### src/rtl/mlkem_pkg.sv
// Shared ML-KEM constants and the coefficient type used by the decode stages.
package mlkem_pkg;

  localparam int Q        = 3329;
  localparam int N_COEFFS = 256;
  localparam int COEFF_W  = 12;

  typedef logic [COEFF_W-1:0] coeff_t;

endpackage

### src/rtl/byte_decode_stream_cond_sub_q.sv
// Single conditional subtraction of Q: maps a 12-bit raw value in [0, 4095]
// into [0, Q-1].
module cond_sub_q
  import mlkem_pkg::*;
(
  input  coeff_t a_i,
  output coeff_t y_o
);

  localparam coeff_t Q_C = coeff_t'(Q);

  // Inputs never reach 2*Q, so one subtraction fully reduces them.
  function automatic coeff_t reduce_once(input coeff_t a);
    return (a >= Q_C) ? coeff_t'(a - Q_C) : a;
  endfunction

  assign y_o = reduce_once(a_i);

endmodule

### src/rtl/byte_decode_stream.sv
// Streaming ByteDecode_d: unpacks an LSB-first byte stream into D-bit
// coefficients, reduced mod Q when D=12, framed every N_COEFFS coefficients.
module byte_decode_stream
  import mlkem_pkg::*;
#(
  parameter int D        = 12,
  parameter int N_COEFFS = mlkem_pkg::N_COEFFS,
  parameter int BUF_W    = 20
) (
  input  logic       clk_i,
  input  logic       rst_i,
  input  logic       in_valid_i,
  output logic       in_ready_o,
  input  logic [7:0] in_byte_i,
  output logic       out_valid_o,
  input  logic       out_ready_i,
  output coeff_t     out_coeff_o,
  output logic       out_last_o
);

  localparam logic [4:0] CNT_D    = 5'(D);
  localparam logic [7:0] LAST_IDX = 8'(N_COEFFS - 1);

  logic [BUF_W-1:0] buf_q, buf_d;
  logic [BUF_W-1:0] byte_ext;
  logic [4:0]       cnt_q, cnt_d;
  logic [7:0]       coeff_idx_q, coeff_idx_d;
  logic             accept, emit;
  logic [D-1:0]     raw;
  coeff_t           raw_ext;

  assign in_ready_o  = (cnt_q < CNT_D);
  assign out_valid_o = (cnt_q >= CNT_D);
  assign out_last_o  = out_valid_o && (coeff_idx_q == LAST_IDX);

  assign accept   = in_valid_i && in_ready_o;
  assign emit     = out_valid_o && out_ready_i;
  assign byte_ext = BUF_W'(in_byte_i);

  assign raw     = buf_q[D-1:0];
  assign raw_ext = COEFF_W'(raw);

  // Bit 0 of buf_q is the oldest stream bit; new bytes land just above the
  // valid bits, and an emitted coefficient is shifted out of the bottom.
  always_comb begin
    buf_d       = buf_q;
    cnt_d       = cnt_q;
    coeff_idx_d = coeff_idx_q;
    case ({accept, emit})
      2'b10: begin
        buf_d = buf_q | (byte_ext << cnt_q);
        cnt_d = cnt_q + 5'd8;
      end
      2'b01: begin
        buf_d = buf_q >> D;
        cnt_d = cnt_q - CNT_D;
      end
      2'b11: begin
        buf_d = (buf_q >> D) | (byte_ext << (cnt_q - CNT_D));
        cnt_d = cnt_q + 5'd8 - CNT_D;
      end
      default: ;
    endcase
    if (emit) begin
      coeff_idx_d = out_last_o ? 8'd0 : coeff_idx_q + 8'd1;
    end
  end

  always_ff @(posedge clk_i) begin
    if (rst_i) begin
      buf_q       <= '0;
      cnt_q       <= '0;
      coeff_idx_q <= '0;
    end else begin
      buf_q       <= buf_d;
      cnt_q       <= cnt_d;
      coeff_idx_q <= coeff_idx_d;
    end
  end

  // Only the 12-bit configuration can produce values >= Q.
  if (D == COEFF_W) begin : g_reduce
    cond_sub_q u_cond_sub_q (
      .a_i (raw_ext),
      .y_o (out_coeff_o)
    );
  end else begin : g_pass
    assign out_coeff_o = raw_ext;
  end

endmodule

### config.mk
export PLATFORM = sky130hd
export DESIGN_NAME = byte_decode_stream
export DESIGN_NICKNAME = d
export VERILOG_FILES = /design/src/rtl/mlkem_pkg.sv /design/src/rtl/byte_decode_stream_cond_sub_q.sv /design/src/rtl/byte_decode_stream.sv
export SDC_FILE = /design/constraint.sdc
export NUM_CORES = 1
export LEC_CHECK = 0
export ABC_AREA = 0
export CAP_MARGIN = 20
export CELL_PAD_IN_SITES_DETAIL_PLACEMENT = 1
export CELL_PAD_IN_SITES_GLOBAL_PLACEMENT = 2
export CORE_UTILIZATION = 30
export CTS_CLUSTER_DIAMETER = 30
export CTS_CLUSTER_SIZE = 16
export DETAILED_ROUTE_END_ITERATION = 10
export GPL_TIMING_DRIVEN = 0
export PLACE_DENSITY = 0.76
export SYNTH_ARGS = -nofsm -noshare
export SYNTH_HDL_FRONTEND = slang
export SYNTH_SLANG_ARGS = --single-unit
### constraint.sdc
create_clock -name clk_i -period 2.3 [get_ports clk_i]
set_clock_uncertainty 0.1 [all_clocks]
set_input_delay 0.46 -clock clk_i [delete_from_list [all_inputs] [get_ports clk_i]]
set_output_delay 0.46 -clock clk_i [all_outputs]
set_load 0.01 [all_outputs]
==> flow_metrics.py, run 1 <==
metrics = {
    "die": {
        "floorplan_die_area_mm2": 0.007320,
        "start_util": 0.3100,
        "core_area_mm2": 0.006756,
        "io-pin-count": 27,
        "die_w_um": 85.56,
        "fp-row-count": 30,
        "die_height_um": 85.56,
    },
    "placement": {
        "place.detailed.instances": 361,
        "buffer_ports.inserted": 24,
        "routabilityCongestion": 0.8318,
        "place_hpwl_um": 5115,
    },
    "worst_hold_path": {
        "hp-class": "reg2reg",
    },
    "finish": {
        "fill_cells": 813,
        "antenna-diode-count": 0,
        "layout.cells.non_filler": 384,
        "drive_gt1_frac": 0.2829,
        "layout.core_utilization": 0.4211,
        "nNetsFinal": 323,
        "area_growth_syn_to_layout_pct": 35.84,
    },
    "worst_setup_path": {
        "endpoint_kind": "output pin",
        "worst_ep_required_time_ps": 1740,
        "cp_max_fo": 5,
        "setup_crit_path_kind": "reg2out",
        "critical_path_data_arrival_time_ps": 2140,
        "cp-start-kind": "register",
    },
    "grt": {
        "global_route_wire_length_before_repair_um": 11700,
        "grt_max_degree": 12,
        "initial_antenna_violation_count": 0,
        "first_global_vias": 2254,
        "global_route.usage.total": 0.2048,
        "globalRouteOverflowTotal": 0,
    },
    "clock_tree": {
        "insertion_delay_ps": 280,
        "cts_tree": "done",
        "cts-root-buf": "sky130_fd_sc_hd__clkbuf_8",
        "clkSinkCount": 31,
        "cts.reportedPaths.clkPinSlew_ps": 60,
        "maximum_number_of_buffers_from_clock_root_to_sink": 2,
        "cts-buffers-inserted": 5,
        "cts.htree.levels": 2,
    },
    "outcome": {
        "run_status": "complete, but fails checks",
        "failing_checks": "negative setup slack",
    },
    "yosys": {
        "synthesis.yosys.warnings": 0,
        "netlist_area_mm2": 0.002095,
        "postSynthAreaPerCell_um2": 8.214,
        "synth.net_count": 274,
        "synth.lib_cells_used.distinct": 50,
        "synth_cells": 255,
        "synth.yosys.seq_area_share": 0.2963,
        "yosys_register_bits": 31,
    },
    "pwr": {
        "cellPowerDensity_mw_per_mm2": 1051,
        "p_leak_nw": 1.086,
        "power.ir.vdd_worst_uv": 431.8,
    },
    "route": {
        "drt_pre_antenna_iters": 5,
        "antenna_violating_nets_post_route": 0,
        "vias_per_cell": 5.932,
        "wire_length_per_cell_after_detailed_routing_um": 19.27,
        "drcViolationCount": 0,
        "drt_first_iter_violations": 104,
        "vias": 2278,
        "routed_wl_um": 7399,
    },
    "sta": {
        "timing.final.hold_violations": 0,
        "fin_crit_sh": 1.175,
        "maxSlewViolCount": 0,
        "timing.final.ws_setup_ps": -401.8,
        "max_freq_mhz": 370.1,
        "timing.max_slew.rel_slack": 0.4845,
        "max_slew.worst_pin.slew_ps": 770.4,
        "crit_path_time_final_ps": 2702,
        "timing.final.setup_violations": 12,
        "rsz0062_at_grt": "yes",
    },
    "flow_run": {
        "max-cap-violations": 0,
    },
}
==> report_power, final <==
group | total, mW | leakage (nW) | internal [mW] | switching (mW)
Sequential | 0.790 | 0.257 | 0.654 | 0.136
Clock | 0.435 | 0.0470 | 0.235 | 0.200
Combinational | 1.76 | 0.782 | 0.849 | 0.916
Total | 2.99 | 1.09 | 1.74 | 1.25
==> path summary, 6_finish.rpt <==
path	start	endpoint	slack, ps	cells after the start
worst min-delay path	coeff_idx_q[1]	coeff_idx_q[1]	400	2
worst min register to register	coeff_idx_q[1]	coeff_idx_q[1]	400	2
worst max-delay path	buf_q[0]	out_coeff_o[8]	-400	10
worst max register to register	cnt_q[3]	buf_q[9]	130	8
==> kinds of logic after synthesis <==
logic type               count (synthesis)  synth area share
XOR/XNOR                                15           0.06272
adder cells (fa/ha/maj)                  7           0.04181
AND/OR/NAND/NOR                         87            0.2222
flip-flops                              31            0.2963
multiplexers                             6           0.03106
AO/OA/AOI/OAI                           84            0.2981
buffers and inverters                   25           0.04779
==> metrics by stage <==
step                setup TNS [ps]  area, um2  power [mW]  setup WS, ps  hold slack, ps
finish                       -4120       2845       2.989        -401.8           395.1
global route                 -5211       2845       3.178        -463.7           421.0
CTS                          -4072       2731       2.779        -429.3           397.5
detailed placement          -14030       2492       2.129        -580.7           388.0
global placement            -17500       2479       2.104        -806.7           374.2
floorplan                        0       2138       1.669         13.19           353.7
==> flip-flops by register name, summed over array words and instances (netlist names) <==
| name | cells |
|---|---|
| coeff_idx_q | 8 |
| cnt_q | 3 |
| buf_q | 20 |
==> cells in the mapped netlist (all sizes together) <==
cell	instances	share of area
a2111oi	1	0.0042
a211o	4	0.017
a211oi	7	0.027
a21boi	2	0.0072
a21o	2	0.0072
a21oi	15	0.036
a222oi	4	0.019
a22o	4	0.017
a22oi	4	0.014
a311oi	4	0.017
a31oi	1	0.0030
a32oi	5	0.021
a41o	1	0.0048
and2	2	0.0060
and3	2	0.0060
buf	5	0.011
clkbuf	9	0.017
clkinv	1	0.0018
dfxtp	31	0.30
ha	7	0.042
inv	10	0.018
mux2	4	0.022
mux2i	2	0.0096
nand2	16	0.029
nand3	2	0.0048
nand3b	5	0.018
nand4	4	0.012
nor2	17	0.030
nor2b	11	0.033
nor3	13	0.031
nor4	1	0.0030
nor4b	2	0.0084
o211ai	6	0.022
o21ai	10	0.024
o22ai	4	0.012
o311a	8	0.038
o31a	1	0.0042
o31ai	1	0.0036
or3	6	0.018
or3b	1	0.0042
or4	4	0.014
or4b	1	0.0048
xnor2	10	0.042
xor2	5	0.021
==> cells in the final DEF, fill, tap and decap left out, types with 9 or more instances in the layout <==
| cell | netlist | layout |
|---|---|---|
| sky130_fd_sc_hd__nor3_1 | 13 | 10 |
| sky130_fd_sc_hd__nor2b_1 | 11 | 11 |
| sky130_fd_sc_hd__buf_2 | 4 | 16 |
| sky130_fd_sc_hd__clkdlybuf4s50_1 | 0 | 9 |
| sky130_fd_sc_hd__nand2_1 | 16 | 16 |
| sky130_fd_sc_hd__nor2_1 | 17 | 15 |
| sky130_fd_sc_hd__buf_4 | 0 | 13 |
| sky130_fd_sc_hd__dfxtp_1 | 31 | 23 |
| sky130_fd_sc_hd__xnor2_1 | 10 | 10 |
| sky130_fd_sc_hd__a21oi_1 | 15 | 14 |
==> metal layers <==
layer  global-route usage  share of wire  wire [um]  vias up
met5                    0              0          0        -
met2               0.3600           0.49       3602       57
met1               0.2549           0.44       3268     1121
met4              0.06667          0.031        230        0
met3              0.03369          0.040        298       17
li1                     -              -          -     1083
==> area by class of cell <==
type / instances / area, um2 / area share
buffer: 11 / 51.30 / 0.01803
clock buffer: 6 / 82.58 / 0.02902
timing repair buffer: 45 / 366.6 / 0.1288
inverter: 11 / 46.29 / 0.01627
tap: 80 / 100.1 / 0.03518
sequential: 31 / 645.6 / 0.2269
clock inverter: 1 / 5.005 / 0.001759
multi-input combinational: 199 / 1548 / 0.5440
==> worst max-delay path, cell delays in order (launching register included) <==
cell                       delay [ps]
sky130_fd_sc_hd__dfxtp_4          370
sky130_fd_sc_hd__inv_4             60
sky130_fd_sc_hd__ha_4             120
sky130_fd_sc_hd__or3b_4           400
sky130_fd_sc_hd__buf_12           150
sky130_fd_sc_hd__o31ai_4          190
sky130_fd_sc_hd__buf_6            140
sky130_fd_sc_hd__buf_6             90
sky130_fd_sc_hd__a211oi_4          50
sky130_fd_sc_hd__xor2_1           140
sky130_fd_sc_hd__buf_2            150
==> what timing repair did <==
item,4_1_cts,5_1_grt
hold buffers,0,0
buffers inserted,13,6
resized for setup,91,18
endpoints found under the setup margin,40,25
pin swaps,14,18
Note: power is estimated with default switching activity, not from simulation.
==> inputs of run 2 (changes only) <==
- PLACE_DENSITY: 0.76 -> 0.87
==> run 2 against run 1 <==
  * The flow still finishes with violations (negative setup slack)
  * Die area did not move
  * Critical path depth fell by 3
  * Sequential cell count did not move
  * Worst hold slack improved by 4.9 ps
  * Clock-buffer cell count rose by 1
  * Non-clock buffer count fell by 5
  * Register-to-register slack barely moved
  * Global-route usage fell by 0.60 points
  * Sequential share of layout area rose by 0.82 points
  * First-iteration DRC count rose by 13%
  * Combinational power fell by 10%
  * Routed wire length fell by 5.8%
  * Largest cell class unchanged
==> flow_metrics.py, run 2 (synthesis results as in run 1) <==
metrics = {
    "grt": {
        "grt_max_degree": 12,
        "first_global_vias": 2221,
        "initial_antenna_violation_count": 0,
        "globalRouteOverflowTotal": 0,
        "global_route.usage.total": 0.1987,
        "global_route_wire_length_before_repair_um": 11490,
    },
    "clock_tree": {
        "cts-root-buf": "sky130_fd_sc_hd__clkbuf_8",
        "insertion_delay_ps": 290,
        "cts.reportedPaths.clkPinSlew_ps": 70,
        "cts.htree.levels": 2,
        "cts_tree": "done",
        "maximum_number_of_buffers_from_clock_root_to_sink": 2,
        "clkSinkCount": 31,
        "cts-buffers-inserted": 5,
    },
    "die": {
        "die_height_um": 85.56,
        "start_util": 0.3100,
        "core_area_mm2": 0.006756,
        "io-pin-count": 27,
        "die_w_um": 85.56,
        "floorplan_die_area_mm2": 0.007320,
        "fp-row-count": 30,
    },
    "worst_setup_path": {
        "timing.critical_path.slowest_cell_delay_ps": 420,
        "timing.rr.end": "buf_q[9]",
        "setup_crit_path_kind": "reg2out",
        "regToRegStartpoint": "cnt_q[4]",
        "series_of_cell_instances_along_the_critical_path": "inv_4 > ha_4 > or3b_4 > o31a_1 > o211ai_1 > xnor2_1 > buf_2",
        "cp_max_fo": 7,
        "endpoint_kind": "output pin",
        "r2r_cells": 6,
        "cp-start-kind": "register",
        "timing.reg2reg.setup_slack_ps": 120,
        "critical_path_data_arrival_time_ps": 2140,
        "critPathSlowestCell": "sky130_fd_sc_hd__or3b_4",
        "worst_ep_required_time_ps": 1740,
    },
    "finish": {
        "drive_gt1_frac": 0.2667,
        "largestRegisters": "buf_q: 20 flops, coeff_idx_q: 8 flops, cnt_q: 3 flops",
        "area_growth_syn_to_layout_pct": 30.59,
        "fill_cells": 811,
        "layout.core_utilization": 0.4048,
        "layout_common_cells": "sky130_fd_sc_hd__dfxtp_1 (23), sky130_fd_sc_hd__nand2_1 (16), sky130_fd_sc_hd__nor2_1 (16)",
        "area.sequential_um2": 643.1,
        "antenna-diode-count": 0,
        "nNetsFinal": 318,
        "multi_input_area_mm2": 0.001515,
        "layout.cells.non_filler": 380,
        "reg_with_most_ffs": "buf_q",
        "final_common_cell": "sky130_fd_sc_hd__dfxtp_1",
        "largest_register_ffs": 20,
    },
    "route": {
        "drt_first_iter_violations": 118,
        "drcViolationCount": 0,
        "vias": 2204,
        "vias_per_cell": 5.800,
        "drt_pre_antenna_iters": 4,
        "antenna_violating_nets_post_route": 0,
        "wire_length_per_cell_after_detailed_routing_um": 18.34,
        "routed_wl_um": 6969,
    },
    "placement": {
        "place.detailed.instances": 360,
        "routabilityCongestion": 0.8115,
        "place_hpwl_um": 4883,
        "buffer_ports.inserted": 24,
    },
    "sta": {
        "max_slew.worst_pin.slew_ps": 830.8,
        "fin_crit_sh": 1.173,
        "timing.final.setup_violations": 12,
        "maxSlewViolCount": 0,
        "timing.max_slew.rel_slack": 0.4441,
        "rsz0062_at_grt": "yes",
        "timing.final.ws_setup_ps": -397.3,
        "max_freq_mhz": 370.7,
        "crit_path_time_final_ps": 2697,
        "timing.final.hold_violations": 0,
    },
    "worst_hold_path": {
        "worst_hold_startpoint": "coeff_idx_q[1]",
        "min_path_cells": 2,
        "worstHoldEndpoint": "coeff_idx_q[1]",
        "hp-class": "reg2reg",
    },
    "outcome": {
        "failing_checks": "negative setup slack",
        "run_status": "complete, but fails checks",
    },
    "flow_run": {
        "max-cap-violations": 0,
    },
    "pwr": {
        "power.ir.vdd_worst_uv": 481.9,
        "cellPowerDensity_mw_per_mm2": 1022,
        "p_leak_nw": 1.034,
    },
}
## run 2: changes by cell type in the layout (fill, tap and decap cells not counted), moves of 2 or more
cell	before	now
sky130_fd_sc_hd__buf_6	6	1
sky130_fd_sc_hd__clkbuf_1	4	6
sky130_fd_sc_hd__buf_4	13	15
sky130_fd_sc_hd__clkbuf_2	1	4
sky130_fd_sc_hd__buf_1	2	0
## run 2: layout make-up
class	instances	area share
inverter	11	0.01693
buffer	11	0.01921
timing repair buffer	40	0.1084
tap	80	0.03660
clock inverter	1	0.001830
clock buffer	7	0.02790
multi-input combinational	199	0.5540
sequential	31	0.2351
## run 2: worst max-delay path, delay by kind of cell (launching register included)
family | cells | cell delay, ps
buffers and inverters | 2 | 210
AO/OA/AOI/OAI | 2 | 590
AND/OR/NAND/NOR | 1 | 420
XOR/XNOR | 1 | 140
flip-flops | 1 | 370
adder cells (fa/ha/maj) | 1 | 120
## run 2: stage by stage
step                hold slack, ps  power [mW]  cell area, um2  TNS, ps  setup WS, ps
floorplan                    353.7       1.669            2138        0         13.19
global placement             373.0       2.083            2479   -15470        -677.8
detailed placement           381.1       2.118            2484   -13090        -586.4
CTS                          392.2       2.723            2690    -4101        -414.6
global route                 424.6       2.984            2735    -4949        -498.1
finish                       400.0       2.797            2735    -3916        -397.3
## run 2: power by group
group          switching (mW)  total, mW  internal (mW)
clock network           0.215      0.427          0.212
logic                   0.853       1.58          0.730
registers               0.135      0.787          0.652
total                    1.20       2.80           1.59
## run 2: metal layers
layer	up-vias	wire length (um)	global-route usage
met5	-	0	0
met4	0	65	0.05152
met3	6	228	0.02695
met2	47	3489	0.3520
met1	1084	3185	0.2540
li1	1067	-	-
## run 2: worst max path at each step
stage	start	to	cells past startpoint	slack (ps)
after floorplan	buf_q[1]	out_coeff_o[2]	7	10
after global placement	cnt_q[3]	buf_q[0]	6	-680
after detailed placement	buf_q[1]	out_coeff_o[3]	8	-590
after CTS	buf_q[7]	out_coeff_o[7]	6	-410
after global routing	buf_q[1]	out_coeff_o[7]	7	-500
final	buf_q[1]	out_coeff_o[5]	7	-400
## run 2: what timing repair did
item / in CTS / in global routing
buffers inserted: 11 / 4
pin swaps: 16 / 12
hold buffers: 0 / 0
gates resized for setup: 80 / 19
setup endpoints to repair: 40 / 29
endpoints found under the hold margin: 0 / 0
==> inputs of run 3 (changes only) <==
- MAX_ROUTING_LAYER: unset -> met4
- SLEW_MARGIN: unset -> 15
==> run 3 against run 2 <==
  * The run still ends with negative setup slack left
  * Routed wire length is 5.3% higher
  * Register-to-register slack lost 20 ps
  * Utilization increased by 1.0 points
  * Critical path depth rose by 1
  * Power is 2.8% higher
==> flow_metrics.py, run 3 (synthesis results as in run 1) <==
metrics = {
    "sta": {
        "crit_path_time_final_ps": 2714,
        "timing.final.hold_violations": 0,
        "timing.final.setup_violations": 12,
        "finalSetupTns_ps": -4013,
        "max_slew.worst_pin.slew_ps": 611.7,
        "max_freq_mhz": 368.5,
        "rsz0062_at_grt": "yes",
        "maxSlewViolCount": 0,
        "fin_crit_sh": 1.180,
        "timing.max_slew.rel_slack": 0.5900,
        "timing.final.ws_setup_ps": -414.1,
    },
    "clock_tree": {
        "clkSinkCount": 31,
        "cts-buffers-inserted": 5,
        "cts_tree": "done",
        "cts.htree.levels": 2,
        "insertion_delay_ps": 290,
        "cts-root-buf": "sky130_fd_sc_hd__clkbuf_8",
        "maximum_number_of_buffers_from_clock_root_to_sink": 2,
        "hold_buf_cts": 0,
        "cts.reportedPaths.clkPinSlew_ps": 60,
    },
    "route": {
        "drt_first_iter_violations": 137,
        "vias": 2272,
        "routed_wl_um": 7336,
        "drcViolationCount": 0,
        "antenna_violating_nets_post_route": 0,
        "wire_length_per_cell_after_detailed_routing_um": 19.05,
        "drt_pre_antenna_iters": 4,
        "vias_per_cell": 5.901,
    },
    "finish": {
        "antenna-diode-count": 0,
        "fill_cells": 824,
        "nNetsFinal": 323,
        "final_common_cell": "sky130_fd_sc_hd__dfxtp_1",
        "reg_with_most_ffs": "buf_q",
        "area_growth_syn_to_layout_pct": 33.93,
        "layout.core_utilization": 0.4152,
        "largestRegisters": "buf_q: 20 flops, coeff_idx_q: 8 flops, cnt_q: 3 flops",
        "largest_register_ffs": 20,
        "finish.instance_area_mm2": 0.002805,
        "drive_gt1_frac": 0.2787,
        "area.sequential_um2": 645.6,
        "layout_common_cells": "sky130_fd_sc_hd__dfxtp_1 (23), sky130_fd_sc_hd__buf_4 (19), sky130_fd_sc_hd__nand2_1 (16)",
        "multi_input_area_mm2": 0.001529,
        "layout.cells.non_filler": 385,
    },
    "pwr": {
        "p_leak_nw": 1.059,
        "cellPowerDensity_mw_per_mm2": 1025,
        "power.ir.vdd_worst_uv": 477.3,
    },
    "die": {
        "floorplan_die_area_mm2": 0.007320,
        "core_area_mm2": 0.006756,
        "io-pin-count": 27,
        "die_w_um": 85.56,
        "fp-row-count": 30,
        "die_height_um": 85.56,
        "start_util": 0.3100,
    },
    "flow_run": {
        "max-cap-violations": 0,
    },
    "grt": {
        "grt_max_degree": 11,
        "globalRouteOverflowTotal": 0,
        "initial_antenna_violation_count": 0,
        "global_route.usage.total": 0.2076,
        "global_route_wire_length_before_repair_um": 11520,
        "first_global_vias": 2253,
    },
    "placement": {
        "place_area_mm2": 0.002485,
        "place.detailed.instances": 359,
        "pre_cts_ws_ps": -584.8,
        "buffer_ports.inserted": 24,
        "routabilityCongestion": 0.8235,
        "place_hpwl_um": 4872,
    },
    "worst_setup_path": {
        "r2r_cells": 7,
        "regToRegStartpoint": "cnt_q[3]",
        "timing.reg2reg.setup_slack_ps": 100,
        "cp_max_fo": 6,
        "critical_path_data_arrival_time_ps": 2150,
        "timing.rr.end": "buf_q[14]",
        "cp-start-kind": "register",
        "setup_crit_path_kind": "reg2out",
        "endpoint_kind": "output pin",
        "worst_ep_required_time_ps": 1740,
    },
    "worst_hold_path": {
        "min_path_cells": 2,
        "worstHoldEndpoint": "coeff_idx_q[1]",
        "hp-class": "reg2reg",
        "worst_hold_startpoint": "coeff_idx_q[1]",
    },
    "outcome": {
        "failing_checks": "negative setup slack",
        "run_status": "complete, but fails checks",
    },
}
run 3: cell count changes in the layout (fill, tap and decap cells not counted), sizes merged:
cell | previous run | this run
buf | 31 | 34
clkbuf | 16 | 18
run 3: critical path, stage by stage (launching register included):
cell and delay (ps):
sky130_fd_sc_hd__dfxtp_4 360, sky130_fd_sc_hd__inv_4 70, sky130_fd_sc_hd__ha_4 120, sky130_fd_sc_hd__or3b_4 420
sky130_fd_sc_hd__o31ai_4 350, sky130_fd_sc_hd__buf_4 190, sky130_fd_sc_hd__a211oi_4 60, sky130_fd_sc_hd__xor2_1 150
sky130_fd_sc_hd__buf_2 150
run 3: metal layers:
metal / GRT usage / up-vias / part of all wire
met1: 0.2531 / 1124 / 0.46
li1: - / 1083 / -
met4: 0.07273 / 0 / 0.015
met2: 0.3513 / 50 / 0.50
met5: - / - / 0
met3: 0.02887 / 15 / 0.022
run 3: through the flow:
stage	total power, mW	hold slack [ps]
after detailed placement	2.117	381.3
after global placement	2.083	373.0
after floorplan	1.669	353.7
final	2.876	392.3
after CTS	2.735	391.5
after global routing	3.053	419.1
run 3: report_power, final:
group	switching [mW]	internal, mW
combinational	0.900	0.772
clock	0.216	0.212
sequential	0.123	0.653
run 3: layout make-up:
type	count	share of cell area
clock buffers	7	0.02721
flip-flops and latches	31	0.2302
plain buffers	12	0.02186
inverters	11	0.01740
repair buffers	44	0.1209
well taps	80	0.03568
multi-input cells	199	0.5451
clock inverters	1	0.001784
run 3: repair_timing:
| action | CTS | global route |
|---|---|---|
| setup buffers | 13 | 7 |
| gates resized for setup | 84 | 22 |
| endpoints found under the setup margin | 40 | 37 |
| hold endpoints to repair | 0 | 0 |
| cloned | 0 | 0 |
| pin swaps | 15 | 10 |
run 3: how the worst max path moves through the flow:
| stage | startpoint | to | slack, ps | cells past startpoint |
|---|---|---|---|---|
| final | buf_q[1] | out_coeff_o[4] | -410 | 8 |
| after floorplan | buf_q[1] | out_coeff_o[2] | 10 | 7 |
| after global placement | cnt_q[3] | buf_q[0] | -680 | 6 |
| after CTS | buf_q[7] | out_coeff_o[9] | -430 | 6 |
| after global routing | buf_q[1] | out_coeff_o[7] | -490 | 7 |
| after detailed placement | buf_q[1] | out_coeff_o[3] | -580 | 8 |
